<file path="src/rtl/regfile_arbiter.sv">
// Two-requester arbiter for the shared single-port register file.
// Round-robin grants; define REGFILE_ARB_FIXED_PRIO_EN to favour requester A.
module regfile_arbiter #(
   parameter int DATA_W   = 16,
   parameter int SEL_W    = 3,
   parameter int NUM_REGS = 6
) (
   input  logic              clk,
   input  logic              rst_n,
   input  logic              a_req,
   input  logic              a_we,
   input  logic [SEL_W-1:0]  a_sel,
   input  logic [DATA_W-1:0] a_wdata,
   output logic              a_ack,
   output logic              a_err,
   output logic [DATA_W-1:0] a_rdata,
   input  logic              b_req,
   input  logic              b_we,
   input  logic [SEL_W-1:0]  b_sel,
   input  logic [DATA_W-1:0] b_wdata,
   output logic              b_ack,
   output logic              b_err,
   output logic [DATA_W-1:0] b_rdata,
   output logic [SEL_W-1:0]  rf_s_in,
   output logic [SEL_W-1:0]  rf_s_out,
   output logic [DATA_W-1:0] rf_d_in,
   output logic              rf_write_en,
   output logic              rf_out_en,
   input  logic [DATA_W-1:0] rf_d_out,
   output logic              busy
);

   typedef enum logic [1:0] {
      IDLE   = 2'd0,
      ACCESS = 2'd1,
      RESP   = 2'd2
   } state_t;

   localparam logic [SEL_W:0] NREG = (SEL_W+1)'(NUM_REGS);

   state_t              state;
   state_t              state_nxt;
   logic                last_b;
   logic                grant_b;
   logic                cur_b;
   logic                cur_we;
   logic                cur_ok;
   logic [SEL_W-1:0]    cur_sel;
   logic [DATA_W-1:0]   cur_wdata;
   logic                win_we;
   logic [SEL_W-1:0]    win_sel;
   logic [DATA_W-1:0]   win_wdata;

   // last_b=1 means B was served last, so A wins the next tie
   always_comb begin
      grant_b = 1'b0;
      if (a_req && b_req) begin
`ifdef REGFILE_ARB_FIXED_PRIO_EN
         grant_b = 1'b0;
`else
         grant_b = !last_b;
`endif
      end else begin
         grant_b = b_req;
      end
   end

   always_comb begin
      win_we    = grant_b ? b_we    : a_we;
      win_sel   = grant_b ? b_sel   : a_sel;
      win_wdata = grant_b ? b_wdata : a_wdata;
   end

   always_ff @(posedge clk) begin
      if (!rst_n) begin
         state <= IDLE;
      end else begin
         state <= state_nxt;
      end
   end

   always_comb begin
      state_nxt = state;
      unique case (state)
         IDLE:    if (a_req || b_req) state_nxt = ACCESS;
         ACCESS:  state_nxt = RESP;
         RESP:    state_nxt = IDLE;
         default: state_nxt = IDLE;
      endcase
   end

   always_comb begin
      rf_s_in     = '0;
      rf_s_out    = '0;
      rf_d_in     = '0;
      rf_write_en = 1'b0;
      rf_out_en   = 1'b0;
      busy        = (state != IDLE);
      if (state == ACCESS) begin
         rf_s_in     = cur_sel;
         rf_s_out    = cur_sel;
         rf_d_in     = cur_wdata;
         rf_write_en = cur_ok && cur_we;
         rf_out_en   = cur_ok && !cur_we;
      end
   end

   always_ff @(posedge clk) begin
      if (!rst_n) begin
         last_b    <= 1'b1;
         cur_b     <= 1'b0;
         cur_we    <= 1'b0;
         cur_ok    <= 1'b0;
         cur_sel   <= '0;
         cur_wdata <= '0;
         a_ack     <= 1'b0;
         a_err     <= 1'b0;
         a_rdata   <= '0;
         b_ack     <= 1'b0;
         b_err     <= 1'b0;
         b_rdata   <= '0;
      end else begin
         a_ack <= 1'b0;
         a_err <= 1'b0;
         b_ack <= 1'b0;
         b_err <= 1'b0;
         if (state == IDLE && (a_req || b_req)) begin
            last_b    <= grant_b;
            cur_b     <= grant_b;
            cur_we    <= win_we;
            cur_sel   <= win_sel;
            cur_wdata <= win_wdata;
            cur_ok    <= ({1'b0, win_sel} < NREG);
         end
         // ack/err/rdata launch at the ACCESS->RESP edge so they show in RESP
         if (state == ACCESS) begin
            if (cur_b) begin
               b_ack <= 1'b1;
               b_err <= !cur_ok;
               if (!cur_we) b_rdata <= cur_ok ? rf_d_out : '0;
            end else begin
               a_ack <= 1'b1;
               a_err <= !cur_ok;
               if (!cur_we) a_rdata <= cur_ok ? rf_d_out : '0;
            end
         end
      end
   end

endmodule

</file>
<file path="config.mk">
export PLATFORM = sky130hd
export DESIGN_NAME = regfile_arbiter
export DESIGN_NICKNAME = d
export VERILOG_FILES = /design/src/rtl/regfile_arbiter.sv
export SDC_FILE = /design/constraint.sdc
export NUM_CORES = 1
export LEC_CHECK = 0
export BUFFER_PORTS_ARGS = -buffer_cell sky130_fd_sc_hd__buf_2
export CORE_MARGIN = 2
export CORE_UTILIZATION = 46
export CTS_CLUSTER_DIAMETER = 50
export DETAILED_ROUTE_END_ITERATION = 8
export GPL_ROUTABILITY_DRIVEN = 0
export PLACE_DENSITY = 0.81
export RECOVER_POWER = 25
export SLEW_MARGIN = 20
export SYNTH_ARGS = -nofsm -noshare
export SYNTH_HDL_FRONTEND = slang
export SYNTH_SLANG_ARGS = --single-unit
</file>
<file path="constraint.sdc">
create_clock -name clk -period 1.7 [get_ports clk]
set_input_delay 0.425 -clock clk [delete_from_list [all_inputs] [get_ports clk]]
set_output_delay 0.425 -clock clk [all_outputs]
set_load 0.02 [all_outputs]
</file>
==> flow_summary.ini <==
[yosys]
synth_top_family_by_area = simple AND/OR/NAND/NOR gates
synth.largest_area_cell = dfxtp_1
yosys_register_bits = 61
synth_adder_area_share_pct = 0
synth.top_cell.area_share_pct = 46.9
synth_cell_types = 32
syn_area_per_cell_um2 = 8.76
yosys.area_share.xor_xnor_pct = 0
synth_edf_count = 0
ys.flop_type = dfxtp_1
synthSimpleGateAreaFrac_pct = 21.3
muxShareOfSynthArea_pct = 8.13
synth.area.top_cells = dfxtp_1 47%, a21oi_1 10%, mux2i_1 7.7%
ys_async_sr_fraction_pct = 0
ys_warn_count = 0
syn-cell-area_mm2 = 0.00260
synth_compound_area_share_pct = 17.3
synth_nets = 357
syn_inst = 297
seq_area_frac_synth_pct = 46.9

[global_route]
busiest_layer = met2
grt_max_degree = 36
grt_usage_pct = 22.7
grt_pass1_wl_mm = 11.2
grt_use_met2_pct = 38.9
gr-usage-met3_pct = 6.02
met1_usage_pct = 26.1
grt.overflow.total = 0
grt_pass1_vias = 2530
antenna_found_initial = 0

[critical_path]
path_cells = nor2b_4 > buf_4 > and2_1 > buf_4
r2r_end = cur_wdata[3]
ff2ff_setup_slack_ns = 0.13
cp_top_family = flip-flops
critical_path_class = reg2out
critPathArrivalTime_ns = 1.28
r2r-start = state[1]
worstSetupPathDepth = 4
crit_path_start_kind = register
r2r.worst_path.cells = 5
crit_buf_inv = 2
required_ns = 1.27
endpoint_kind = output port
slowest_stage = dfxtp_4
critPathMaxStageDelay_ns = 0.36
crit_top_cell = buf_4
crit_fanout = 6

[sta]
maxSlewHeadroom_pct = 64.5
worst_slack_ns = -0.00627
post-route-min-period_ns = 1.71
final_hold_viol_count = 0
fmax_mhz = 586
finalCritPeriodShare_pct = 100
worst_clock_skew_ns = 0.00624
rsz0062_at_grt = yes
slew_violations = 0
setup_viol = 1
worst_slew_pin_slew_ns = 0.533

[placed_design]
io_buffer_count = 120
dpl_cell_area_mm2 = 0.00328
dp_hpwl_mm = 4.91

[final_layout]
drive_above_1_share_pct = 36.6
final_cell_mix = 81 x buf_2, 59 x dfxtp_1, 54 x a21oi_1
nNetsFinal = 479
final_util_pct = 67.2
num_antenna_cells = 0
final_common_cell = buf_2
area_growth_pct = 41.3
design_area_mm2 = 0.00368

[floorplan]
dieArea_mm2 = 0.00627
fp.dieW_um = 79.2
start_util_pct = 47.5
core_mm2 = 0.00547
num_io_pins = 121
die_y_um = 79.2
fp-row-count = 27

[clocking]
cts-buffers-inserted = 9
cts_num_sinks = 61
cts_max_level = 3
cts_tree = built
ctsLongestPathBuffers = 2
insertion_delay_ns = 0.33
root_buffer = clkbuf_8
clk_pin_slew_worst_paths_ns = 0.06
postCtsHoldBufs = 0

[min_path]
hold_path.class = in2reg
hold_end = last_b
min_path_cells = 2
min_from = rst_n

[drt]
ant_nets = 0
wire_per_inst_um = 14.3
drt-initial-drc-count = 97
routed-via-count = 2633
drt-pass1-iter-count = 4
wirelength_mm = 7.11
avgViaCountPerCell = 5.31
drc = 0

[run]
maxCapViolations = 0

[run_status]
outcome = complete, but fails checks
violations = negative setup slack

[power_and_ir_drop]
ir_drop_mv = 0.633
leakage_nw = 1.61
p_per_area_mw_per_mm2 = 1010
## synthesized netlist by cell type, types with 2 or more instances
library cell,n
buf_2,6
clkbuf_1,13
dfxtp_1,61
nor2b_1,2
buf_4,5
inv_2,2
and2_1,19
mux2i_1,20
nand3_1,32
and3_1,2
nor3_1,2
nor2_1,3
nand2_1,36
buf_1,3
o21ai_0,2
a21oi_1,54
a211oi_1,20
## metal layers
metal	share of wire (%)	routed length [um]	vias to the layer above
met5	0	0	-
met4	2.5	176	0
met3	7.7	548	19
met2	49	3460	110
met1	41	2930	1218
li1	-	-	1286
## state kept, by name (all words and copies together) (netlist names)
name / count
cur_ok: 1
b_rdata: 16
cur_wdata: 16
state: 2
a_ack: 1
cur_we: 1
last_b: 1
b_err: 1
a_rdata: 16
a_err: 1
b_ack: 1
cur_b: 1
cur_sel: 3
## report_power, final
part | switching, mW | total (mW) | internal (mW)
logic | 0.343 | 0.617 | 0.274
clock network | 0.535 | 1.52 | 0.983
registers | 0.0508 | 1.56 | 1.51
total | 0.929 | 3.70 | 2.77
## worst reg2reg max path, stage by stage (launching register included)
cell and delay [ns]:
dfxtp_4 0.36, buf_4 0.16, nor2_4 0.13, clkbuf_1 0.44, a21oi_1 0.13, a211oi_1 0.26
## through the flow
| step | hold slack (ns) | TNS, ns | instances | setup slack, ns | total power, mW |
|---|---|---|---|---|---|
| floorplan | 0.485 | 0 | 297 | 0.0565 | 1.94 |
| global placement | 0.439 | 0 | 477 | 0.211 | 2.14 |
| detailed placement | 0.447 | 0 | 477 | 0.199 | 2.16 |
| CTS | 0.320 | -0.0131 | 496 | -0.00743 | 3.70 |
| global route | 0.336 | -0.644 | 496 | -0.0532 | 3.85 |
| finish | 0.335 | -0.00627 | 496 | -0.00627 | 3.70 |
## how the worst max path moves through the flow
stage | startpoint | end
CTS | state[0] | rf_d_in[15]
global placement | b_req | cur_wdata[6]
detailed placement | b_req | cur_wdata[3]
finish | state[1] | rf_d_in[12]
global route | state[0] | rf_d_in[13]
floorplan | state[0] | rf_s_out[0]
## layout make-up
class,count,area [um^2]
inverter,3,11.3
tap,72,90.1
sequential,61,1230
multi-input combinational,204,1240
timing repair buffer,140,865
clock inverter,3,65.1
clock buffer,13,179
fill,481,1800
## kinds of logic after synthesis
logic type	Yosys count
compound gates	78
mux	21
simple gates	105
flops	61
buf+inv	32
## what timing repair did
action,4_1_cts,5_1_grt
endpoints found under the setup margin,24,25
buffers inserted,2,0
gates resized for setup,31,23
endpoints found under the hold margin,0,0
pin swaps,0,1
gates cloned,1,0
Power figures use the tool's default switching activity.
